## config.mk

```make
export PLATFORM = sky130hd
export DESIGN_NAME = mo_mem_server_flat
export DESIGN_NICKNAME = d
export VERILOG_FILES = /design/src/rtl/mo_pkg.sv /design/src/rtl/mo_mem_server_if.sv /design/src/rtl/mo_mat_ram.sv /design/src/rtl/mo_mem_server.sv /design/src/flat_wrapper.sv
export SDC_FILE = /design/constraint.sdc
export NUM_CORES = 2
export LEC_CHECK = 0
export CELL_PAD_IN_SITES_DETAIL_PLACEMENT = 2
export CELL_PAD_IN_SITES_GLOBAL_PLACEMENT = 2
export CORE_AREA = 2 2 526 528
export DETAILED_ROUTE_END_ITERATION = 10
export DIE_AREA = 0 0 528 530
export PLACE_DENSITY_LB_ADDON = 0.1
export SKIP_CTS_REPAIR_TIMING = 1
export SYNTH_ARGS = -nofsm -noshare
export SYNTH_HDL_FRONTEND = slang
export SYNTH_SLANG_ARGS = --single-unit
```

## constraint.sdc

```tcl
create_clock -name clk -period 3.3 [get_ports clk]
set_input_delay 0.66 -clock clk [delete_from_list [all_inputs] [get_ports clk]]
set_output_delay 0.66 -clock clk [all_outputs]
set_load 0.005 [all_outputs]
```

## src/rtl/mo_pkg.sv

```systemverilog
// Shared constants for the matrix-operation memory server: MO opcodes,
// host load targets and server state encoding.
package mo_pkg;

    typedef logic [9:0] idx_t;

    localparam logic [2:0] OP_GET_N   = 3'b000;
    localparam logic [2:0] OP_GET_R   = 3'b001;
    localparam logic [2:0] OP_READ_A  = 3'b010;
    localparam logic [2:0] OP_READ_X  = 3'b011;
    localparam logic [2:0] OP_READ_B  = 3'b100;
    localparam logic [2:0] OP_WRITE_Y = 3'b101;

    localparam logic [1:0] LD_A    = 2'b00;
    localparam logic [1:0] LD_X    = 2'b01;
    localparam logic [1:0] LD_B    = 2'b10;
    localparam logic [1:0] LD_DIMS = 2'b11;

    localparam logic [1:0] ST_IDLE  = 2'd0;
    localparam logic [1:0] ST_SERVE = 2'd1;
    localparam logic [1:0] ST_DONE  = 2'd2;

endpackage

```

## src/rtl/mo_mem_server_if.sv

```systemverilog
// Host-load, readback and MO-facing signal bundle of mo_mem_server.
// run_cycles exists only when MO_SRV_CYCLE_CNT_EN is defined.
interface mo_mem_server_if;
    logic        ld_valid;
    logic        ld_ready;
    logic [1:0]  ld_sel;
    logic [9:0]  ld_row;
    logic [9:0]  ld_col;
    logic [9:0]  ld_data;
    logic        start;
    logic        busy;
    logic        done;
    logic        err;
    logic [9:0]  rd_row;
    logic [9:0]  rd_col;
    logic [19:0] rd_data;
    logic        mo_reset;
    logic [2:0]  mo_opcode;
    logic [9:0]  mo_i;
    logic [9:0]  mo_j;
    logic [19:0] mo_out_data;
    logic        mo_fin;
    logic [9:0]  mo_in_data;
`ifdef MO_SRV_CYCLE_CNT_EN
    logic [19:0] run_cycles;
`endif

    modport master (
        output ld_valid, ld_sel, ld_row, ld_col, ld_data, start, rd_row, rd_col,
               mo_opcode, mo_i, mo_j, mo_out_data, mo_fin,
        input  ld_ready, busy, done, err, rd_data, mo_reset, mo_in_data
`ifdef MO_SRV_CYCLE_CNT_EN
        , input run_cycles
`endif
    );

    modport slave (
        input  ld_valid, ld_sel, ld_row, ld_col, ld_data, start, rd_row, rd_col,
               mo_opcode, mo_i, mo_j, mo_out_data, mo_fin,
        output ld_ready, busy, done, err, rd_data, mo_reset, mo_in_data
`ifdef MO_SRV_CYCLE_CNT_EN
        , output run_cycles
`endif
    );

endinterface

```

## src/rtl/mo_mat_ram.sv

```systemverilog
// ROWS x COLS register array: synchronous write, combinational read,
// out-of-range flags for both ports. Out-of-range writes are dropped.
module mo_mat_ram #(
    parameter int ROWS  = 8,
    parameter int COLS  = 8,
    parameter int WIDTH = 10
) (
    input  logic             clk,
    input  logic             we_i,
    input  logic [9:0]       wr_row_i,
    input  logic [9:0]       wr_col_i,
    input  logic [WIDTH-1:0] wr_data_i,
    input  logic [9:0]       rd_row_i,
    input  logic [9:0]       rd_col_i,
    output logic [WIDTH-1:0] rd_data_o,
    output logic             wr_oob_o,
    output logic             rd_oob_o
);
    localparam int RW = (ROWS > 1) ? $clog2(ROWS) : 1;
    localparam int CW = (COLS > 1) ? $clog2(COLS) : 1;
    localparam logic [9:0] ROWS_W = 10'(ROWS);
    localparam logic [9:0] COLS_W = 10'(COLS);

    logic [WIDTH-1:0] mem_q [ROWS][COLS];

    assign wr_oob_o = (wr_row_i >= ROWS_W) || (wr_col_i >= COLS_W);
    assign rd_oob_o = (rd_row_i >= ROWS_W) || (rd_col_i >= COLS_W);

    // NOTE: storage has no reset; contents are defined only once written.
    always_ff @(posedge clk) begin
        if (we_i && !wr_oob_o)
            mem_q[wr_row_i[RW-1:0]][wr_col_i[CW-1:0]] <= wr_data_i;
    end

    assign rd_data_o = rd_oob_o ? '0 : mem_q[rd_row_i[RW-1:0]][rd_col_i[CW-1:0]];

endmodule

```

## src/rtl/mo_mem_server.sv

```systemverilog
// Memory server for the MO engine: holds n, r, A, X, B, answers MO requests
// combinationally and captures Y. Optional run counter: MO_SRV_CYCLE_CNT_EN.
module mo_mem_server
    import mo_pkg::*;
#(
    parameter int MAX_N = 8,
    parameter int MAX_R = 8
) (
    input logic            clk,
    input logic            reset,
    mo_mem_server_if.slave bus
);
    localparam logic [9:0] MAX_N_W = 10'(MAX_N);
    localparam logic [9:0] MAX_R_W = 10'(MAX_R);

    logic [1:0]  state_q, state_d;
    idx_t        n_q, n_d, r_q, r_d;
    logic        err_q, err_d;
    logic [19:0] rd_data_q;
    idx_t        tgt_row_q, tgt_row_d, tgt_col_q, tgt_col_d;
    logic        tgt_vld_q, tgt_vld_d;

    logic        serving, ld_ready, ld_acc, start_ok, start_bad, dims_bad;
    logic        read_b, write_y, y_we;
    logic [9:0]  a_rd, x_rd, b_rd, resp;
    logic [19:0] y_rd;
    logic        a_woob, x_woob, b_woob, y_woob;
    logic        a_roob, x_roob, b_roob, unused_y_roob;
    logic        rsp_oob, ld_oob;

    assign serving   = (state_q == ST_SERVE);
    assign ld_ready  = (state_q == ST_IDLE) || (state_q == ST_DONE);
    assign ld_acc    = bus.ld_valid && ld_ready;
    assign start_ok  = (state_q == ST_IDLE) && bus.start && (n_q != '0) && (r_q != '0);
    assign start_bad = (state_q == ST_IDLE) && bus.start && ((n_q == '0) || (r_q == '0));
    assign dims_bad  = (bus.ld_row == '0) || (bus.ld_col == '0) ||
                       (bus.ld_row > MAX_N_W) || (bus.ld_col > MAX_R_W);
    assign read_b    = serving && (bus.mo_opcode == OP_READ_B);
    assign write_y   = serving && (bus.mo_opcode == OP_WRITE_Y);
    assign y_we      = write_y && tgt_vld_q;
    assign ld_oob    = ld_acc && (((bus.ld_sel == LD_A) && a_woob) ||
                                  ((bus.ld_sel == LD_X) && x_woob) ||
                                  ((bus.ld_sel == LD_B) && b_woob));

    mo_mat_ram #(.ROWS(MAX_N), .COLS(MAX_R), .WIDTH(10)) u_a (
        .clk(clk), .we_i(ld_acc && (bus.ld_sel == LD_A)),
        .wr_row_i(bus.ld_row), .wr_col_i(bus.ld_col), .wr_data_i(bus.ld_data),
        .rd_row_i(bus.mo_i), .rd_col_i(bus.mo_j), .rd_data_o(a_rd),
        .wr_oob_o(a_woob), .rd_oob_o(a_roob)
    );

    mo_mat_ram #(.ROWS(MAX_R), .COLS(MAX_N), .WIDTH(10)) u_x (
        .clk(clk), .we_i(ld_acc && (bus.ld_sel == LD_X)),
        .wr_row_i(bus.ld_row), .wr_col_i(bus.ld_col), .wr_data_i(bus.ld_data),
        .rd_row_i(bus.mo_i), .rd_col_i(bus.mo_j), .rd_data_o(x_rd),
        .wr_oob_o(x_woob), .rd_oob_o(x_roob)
    );

    mo_mat_ram #(.ROWS(MAX_N), .COLS(MAX_N), .WIDTH(10)) u_b (
        .clk(clk), .we_i(ld_acc && (bus.ld_sel == LD_B)),
        .wr_row_i(bus.ld_row), .wr_col_i(bus.ld_col), .wr_data_i(bus.ld_data),
        .rd_row_i(bus.mo_i), .rd_col_i(bus.mo_j), .rd_data_o(b_rd),
        .wr_oob_o(b_woob), .rd_oob_o(b_roob)
    );

    mo_mat_ram #(.ROWS(MAX_N), .COLS(MAX_N), .WIDTH(20)) u_y (
        .clk(clk), .we_i(y_we),
        .wr_row_i(tgt_row_q), .wr_col_i(tgt_col_q), .wr_data_i(bus.mo_out_data),
        .rd_row_i(bus.rd_row), .rd_col_i(bus.rd_col), .rd_data_o(y_rd),
        .wr_oob_o(y_woob), .rd_oob_o(unused_y_roob)
    );

    // NOTE: every output of a combinational block gets a default first, so no latch is inferred.
    always_comb begin
        resp    = '0;
        rsp_oob = 1'b0;
        if (serving) begin
            case (bus.mo_opcode)
                OP_GET_N:  resp = n_q;
                OP_GET_R:  resp = r_q;
                OP_READ_A: begin resp = a_rd; rsp_oob = a_roob; end
                OP_READ_X: begin resp = x_rd; rsp_oob = x_roob; end
                OP_READ_B: begin resp = b_rd; rsp_oob = b_roob; end
                default:   resp = '0;
            endcase
        end
    end

    always_comb begin
        state_d   = state_q;
        n_d       = n_q;
        r_d       = r_q;
        err_d     = err_q;
        tgt_row_d = tgt_row_q;
        tgt_col_d = tgt_col_q;
        tgt_vld_d = tgt_vld_q;

        case (state_q)
            ST_IDLE:  if (start_ok) state_d = ST_SERVE;
            ST_SERVE: if (bus.mo_fin) state_d = ST_DONE;
            ST_DONE:  if (bus.start || ld_acc) state_d = ST_IDLE;
            default:  state_d = ST_IDLE;
        endcase

        if (ld_acc && (bus.ld_sel == LD_DIMS) && !dims_bad) begin
            n_d = bus.ld_row;
            r_d = bus.ld_col;
        end

        if (start_ok) tgt_vld_d = 1'b0;
        if (read_b) begin
            tgt_row_d = bus.mo_i;
            tgt_col_d = bus.mo_j;
            tgt_vld_d = 1'b1;
        end else if (y_we) begin
            tgt_vld_d = 1'b0;
        end

        // Clear on start first so a same-cycle fault still leaves err set.
        if (start_ok) err_d = 1'b0;
        if ((ld_acc && (bus.ld_sel == LD_DIMS) && dims_bad) || ld_oob || start_bad ||
            rsp_oob || (write_y && !tgt_vld_q) || (y_we && y_woob))
            err_d = 1'b1;
    end

    // NOTE: sequential state uses non-blocking assignments only.
    always_ff @(posedge clk or posedge reset) begin
        if (reset) begin
            state_q   <= ST_IDLE;
            n_q       <= '0;
            r_q       <= '0;
            err_q     <= 1'b0;
            rd_data_q <= '0;
            tgt_row_q <= '0;
            tgt_col_q <= '0;
            tgt_vld_q <= 1'b0;
        end else begin
            state_q   <= state_d;
            n_q       <= n_d;
            r_q       <= r_d;
            err_q     <= err_d;
            rd_data_q <= y_rd;
            tgt_row_q <= tgt_row_d;
            tgt_col_q <= tgt_col_d;
            tgt_vld_q <= tgt_vld_d;
        end
    end

`ifdef MO_SRV_CYCLE_CNT_EN
    logic [19:0] cyc_q, cyc_d;

    always_comb begin
        cyc_d = cyc_q;
        if (start_ok)
            cyc_d = '0;
        else if (serving && (cyc_q != 20'hFFFFF))
            cyc_d = cyc_q + 20'd1;
    end

    always_ff @(posedge clk or posedge reset) begin
        if (reset) cyc_q <= '0;
        else       cyc_q <= cyc_d;
    end

    assign bus.run_cycles = cyc_q;
`endif

    assign bus.ld_ready   = ld_ready;
    assign bus.busy       = serving;
    assign bus.done       = (state_q == ST_DONE);
    assign bus.err        = err_q;
    assign bus.rd_data    = rd_data_q;
    assign bus.mo_reset   = serving;
    assign bus.mo_in_data = resp;

endmodule
```

## src/flat_wrapper.sv

```systemverilog
// flat-port wrapper written by rule: the top's interface ports become plain ports
module mo_mem_server_flat import mo_pkg::*;
#(
    parameter int MAX_N = 8,
    parameter int MAX_R = 8
)
  (clk, reset, bus_ld_valid, bus_ld_sel, bus_ld_row, bus_ld_col, bus_ld_data, bus_start, bus_rd_row, bus_rd_col, bus_mo_opcode, bus_mo_i, bus_mo_j, bus_mo_out_data, bus_mo_fin, bus_ld_ready, bus_busy, bus_done, bus_err, bus_rd_data, bus_mo_reset, bus_mo_in_data);
  mo_mem_server_if bus_i ();
  input logic clk;
  input logic reset;
  input wire logic [$bits(bus_i.ld_valid)-1:0] bus_ld_valid;
  input wire logic [$bits(bus_i.ld_sel)-1:0] bus_ld_sel;
  input wire logic [$bits(bus_i.ld_row)-1:0] bus_ld_row;
  input wire logic [$bits(bus_i.ld_col)-1:0] bus_ld_col;
  input wire logic [$bits(bus_i.ld_data)-1:0] bus_ld_data;
  input wire logic [$bits(bus_i.start)-1:0] bus_start;
  input wire logic [$bits(bus_i.rd_row)-1:0] bus_rd_row;
  input wire logic [$bits(bus_i.rd_col)-1:0] bus_rd_col;
  input wire logic [$bits(bus_i.mo_opcode)-1:0] bus_mo_opcode;
  input wire logic [$bits(bus_i.mo_i)-1:0] bus_mo_i;
  input wire logic [$bits(bus_i.mo_j)-1:0] bus_mo_j;
  input wire logic [$bits(bus_i.mo_out_data)-1:0] bus_mo_out_data;
  input wire logic [$bits(bus_i.mo_fin)-1:0] bus_mo_fin;
  output wire logic [$bits(bus_i.ld_ready)-1:0] bus_ld_ready;
  output wire logic [$bits(bus_i.busy)-1:0] bus_busy;
  output wire logic [$bits(bus_i.done)-1:0] bus_done;
  output wire logic [$bits(bus_i.err)-1:0] bus_err;
  output wire logic [$bits(bus_i.rd_data)-1:0] bus_rd_data;
  output wire logic [$bits(bus_i.mo_reset)-1:0] bus_mo_reset;
  output wire logic [$bits(bus_i.mo_in_data)-1:0] bus_mo_in_data;
  assign bus_i.ld_valid = bus_ld_valid;
  assign bus_i.ld_sel = bus_ld_sel;
  assign bus_i.ld_row = bus_ld_row;
  assign bus_i.ld_col = bus_ld_col;
  assign bus_i.ld_data = bus_ld_data;
  assign bus_i.start = bus_start;
  assign bus_i.rd_row = bus_rd_row;
  assign bus_i.rd_col = bus_rd_col;
  assign bus_i.mo_opcode = bus_mo_opcode;
  assign bus_i.mo_i = bus_mo_i;
  assign bus_i.mo_j = bus_mo_j;
  assign bus_i.mo_out_data = bus_mo_out_data;
  assign bus_i.mo_fin = bus_mo_fin;
  assign bus_ld_ready = bus_i.ld_ready;
  assign bus_busy = bus_i.busy;
  assign bus_done = bus_i.done;
  assign bus_err = bus_i.err;
  assign bus_rd_data = bus_i.rd_data;
  assign bus_mo_reset = bus_i.mo_reset;
  assign bus_mo_in_data = bus_i.mo_in_data;
  mo_mem_server #(.MAX_N(MAX_N), .MAX_R(MAX_R)) u_core (.clk(clk), .reset(reset), .bus(bus_i));
endmodule
```

==> results.md <==
* Largest net degree at the start of global routing at 100
* Syn Nets at about 5,700
* Beginning of the critical path: bus_mo_j[0]
* Hold slack at between 0.1 and 0.15 ns
* Fillers at 22,600
* P_sw at between 15 and 20 mW
* Crit path largest cell delay at ~0.47 ns
* Gpl congestion at ~0.86
* Cells after Synth at approximately 5,600
* H-tree depth at 5
* R2R depth at 8
* Final WL at ~430,000 um
* Shortest period the worst path allows at between 4 and 5 ns
* PortBufs at 134
* Worst reg2reg startpoint: u_core.state_q[0]$_DFFE_PP0P_
* Vias in the first global route at 72,400
* WHS Path Cells at 2
* Syn Area/Cell at between 20 and 25 um^2
* Register area at about 98,000 um^2
* Finished Cell Area at roughly 150,000 um^2
* FF-to-FF End: u_core.u_a.mem_q[0][23]$_DFFE_PP_
* Core area at between 200,000 and 300,000 um^2
* #FFs+latches synth at roughly 3,300
* Max-Cap Viols at 0
* Slew @ Worst Pin at roughly 1.3 ns
* Cell Int Power at about 70 mW
* Register-to-register setup slack at 0.34 ns
* Routed length per instance at between 40 and 50 um
* Post-synth EDFFs at 3,200
* Root buf cell: clkbuf_16
* Total GRT Usage at 30.6%
* Critical path class: input pin to output port
* Hold path endpoint: u_core.tgt_col_q[9]$_DFFE_PP0P_
* Initial Utilization at a little under half
* CTS Buffer Depth at 4
* Number of vias per cell at a little over 6
* First-pass GRT wire length at slightly below 600,000 um
* Gr ovfl total at 0
* Startpoint Class: input pin
* Area grow syn2layout at 22.0%
* Worst clock skew at 0.0488 ns
* Initial antenna violation count at 11
* Placed cell area at around 140,000 um^2
* F_max at about 230 MHz
* Yosys warnings at 0
* CTS Buf Count at ~350
* Failing checks: setup timing
* Seq pwr share at approximately 51%
* Status: finished, violations left
* Area occupied by multi-input gates at between 20,000 and 30,000 um^2
* RSZ-0062 raised after global routing: yes
* Async SR Flop Fraction at 1.96%
* Final Hold Vio Count at 0
* Endpoints failing setup at 10
* Worst skew pair latency at between 0.9 and 1 ns
* CP max-delay cell: o41ai_4
* Seq/Total Area, Yosys at between 70% and 80%
* Clock-pin slew on the worst setup and hold paths at approximately 0.060 ns
* Worst slew margin at 11.6%
* Endpoint type of the worst setup path: output port
* Worst EP arrival at ~3.8 ns
* Top Ports at around 140
* Max IR drop VDD at around 0.47 mV
* Power Dens Cells at slightly below 600 nW/um^2
* Share of post-route cells with drive strength above 1 at approximately 38%
* Sw frac at 22.2%
* Via count at about 67,000
* Logic pwr share at between 5 and 6%
* Antenna viol nets, final at 0
* CTS sink count at 3,264
* Final worst-path cycle share at 134%
* Lkg Pwr at 50.1 nW
* Hold_sp: bus_mo_j[9]
* Worst Path Max Fanout at 10
* Worst setup margin at -1.11 ns
* Placement Setup Slack at -2.24 ns
* 1st-iter DRT viols at a little under 7,000
* Die H at ~530 um
* Unique masters post-synth at 67
* Ys flop type: edfxtp_1
* Cell mode on critical path: buf_4
* Router iterations before antenna repair at 6
* Synthesized area at 126,000 um^2
* Min-delay worst type: input pin to flip-flop
* Critical Path RT at 2.64 ns
* HPWL Detailed at 275,000 um
* Die X at around 530 um
* Core Rows at 193
* Final max-slew violation count at 0
* Share of total power in the clock network at between 40 and 50%
* Die area at 280,000 um^2
* Layout Nets at 6,935
* TritonCTS clock tree: done
* Drt drc at 0
* Crit-path cells: buf_4, buf_12, clkinv_2, buf_4, nor2_1, buf_4, buf_4, nand3_1, o211ai_1, o41ai_4, buf_4, a31o_4, o211ai_1, buf_2
[cell usage after synthesis (4+ instances only)]
cell       number  area [um^2]
edfxtp_1     3200        96100
mux4_2        853        19200
nor2_1        309         1160
mux2i_1       158         1580
clkbuf_1      143          537
buf_2         117          586
nand2_1       110          413
a22oi_1        83          623
dfrtp_1        64         1600
mux2_2         51          574
a21oi_1        42          210
o21ai_0        37          185
o22ai_1        37          231
nor2b_1        35          219
nor3_1         31          155
nand3_1        27          135
o211ai_1       27          203
buf_1          25         93.8
buf_4          23          173
nor4_1         22          138
a221oi_1       21          184
and2_1         19          119
nand4_1        18          113
a22o_1         17          149
o221ai_1       13          114
nand2b_1       12         75.1
nand3b_1        7         52.6
a211oi_1        6         45.0
inv_1           6         22.5
a32oi_1         5         43.8
nor3b_1         5         37.5
o2111ai_1       4         35.0
or3_1           4         25.0
or3b_2          4         35.0
[layout by cell type (no fill, tap or decap), types with 33 or more instances in the layout]
| cell type | n |
|---|---|
| buf_12 | 232 |
| clkbuf_16 | 356 |
| edfxtp_1 | 3200 |
| bufinv_16 | 33 |
| nand2_1 | 106 |
| mux4_2 | 853 |
| buf_4 | 805 |
| clkdlybuf4s50_1 | 75 |
| mux2_2 | 51 |
| nor2_1 | 234 |
| clkbuf_1 | 81 |
| mux2i_1 | 141 |
| nor2_2 | 71 |
| dfrtp_1 | 64 |
| clkinv_2 | 41 |
| a21oi_1 | 35 |
| clkinv_1 | 83 |
| a22oi_1 | 73 |
[sequential cells by signal, summed over array words and instances, names as in the netlist]
name,cells
u_core.n_q,10
u_core.u_b.mem_q,640
u_core.tgt_vld_q,1
u_core.r_q,10
u_core.bus.err,1
u_core.u_a.mem_q,640
u_core.u_x.mem_q,640
u_core.tgt_row_q,10
u_core.u_y.mem_q,1280
u_core.bus.rd_data,20
u_core.tgt_col_q,10
u_core.state_q,2
[layer usage]
layer  wire length [um]  track usage [%]
met1             164000             38.3
met2             226000             54.3
met3              23000             4.01
met4              18700             11.6
met5                 61                0
[power groups by stage]
stage	registers [mW]	logic [mW]	clock network [mW]
2_1_floorplan	46.4	2.08	0
3_3_place_gp	46.4	4.85	0
3_5_place_dp	46.4	5.04	0
4_1_cts	45.5	5.10	39.5
5_1_grt	45.5	5.48	40.7
6_report	45.5	5.32	38.9
[worst max path at each step]
stage,depth (start not counted),end
2_1_floorplan,6,u_core.u_y.mem_q[7][0]$_DFFE_PP_
3_3_place_gp,13,bus_mo_in_data[2]
3_5_place_dp,13,bus_mo_in_data[0]
4_1_cts,13,bus_mo_in_data[0]
5_1_grt,9,bus_mo_in_data[4]
6_report,14,bus_mo_in_data[4]
[metrics by stage]
stage / util (%) / total power [mW] / std cells / TNS, ns
floorplan: - / 48.5 / 5591 / -12.82
global placement: 51.2 / 51.2 / 10000 / -569.88
detailed placement: 51.2 / 51.4 / 10000 / -850.50
CTS: 55.2 / 90.1 / 10700 / -20.89
global route: 55.8 / 91.7 / 10700 / -8.92
finish: 55.8 / 89.7 / 10700 / -8.59
[area by class of cell]
| cell class | count | area share (%) |
|---|---|---|
| Inverter | 10 | 0.0286 |
| Antenna cell | 4 | 0.00653 |
| Timing Repair Buffer | 1204 | 8.19 |
| Multi-Input combinational cell | 2008 | 18.0 |
| Sequential cell | 3264 | 63.7 |
| Clock buffer | 435 | 5.96 |
| Tap cell | 3607 | 2.94 |
| Clock inverter | 179 | 1.15 |
[logic make-up after synthesis]
group | synth area share, %
compound gates | 1.83
buf+inv | 1.14
mux | 17.0
flops | 77.8
simple gates | 2.24
xor+xnor | 0.0139
[critical path: cells and delay by family]
family	cells	cell delay (ns)
buffers and inverters	8	1.66
AOI/OAI and AO/OA	4	1.14
and+or+nand+nor	2	0.24
Note: power is estimated with default switching activity, not from simulation.
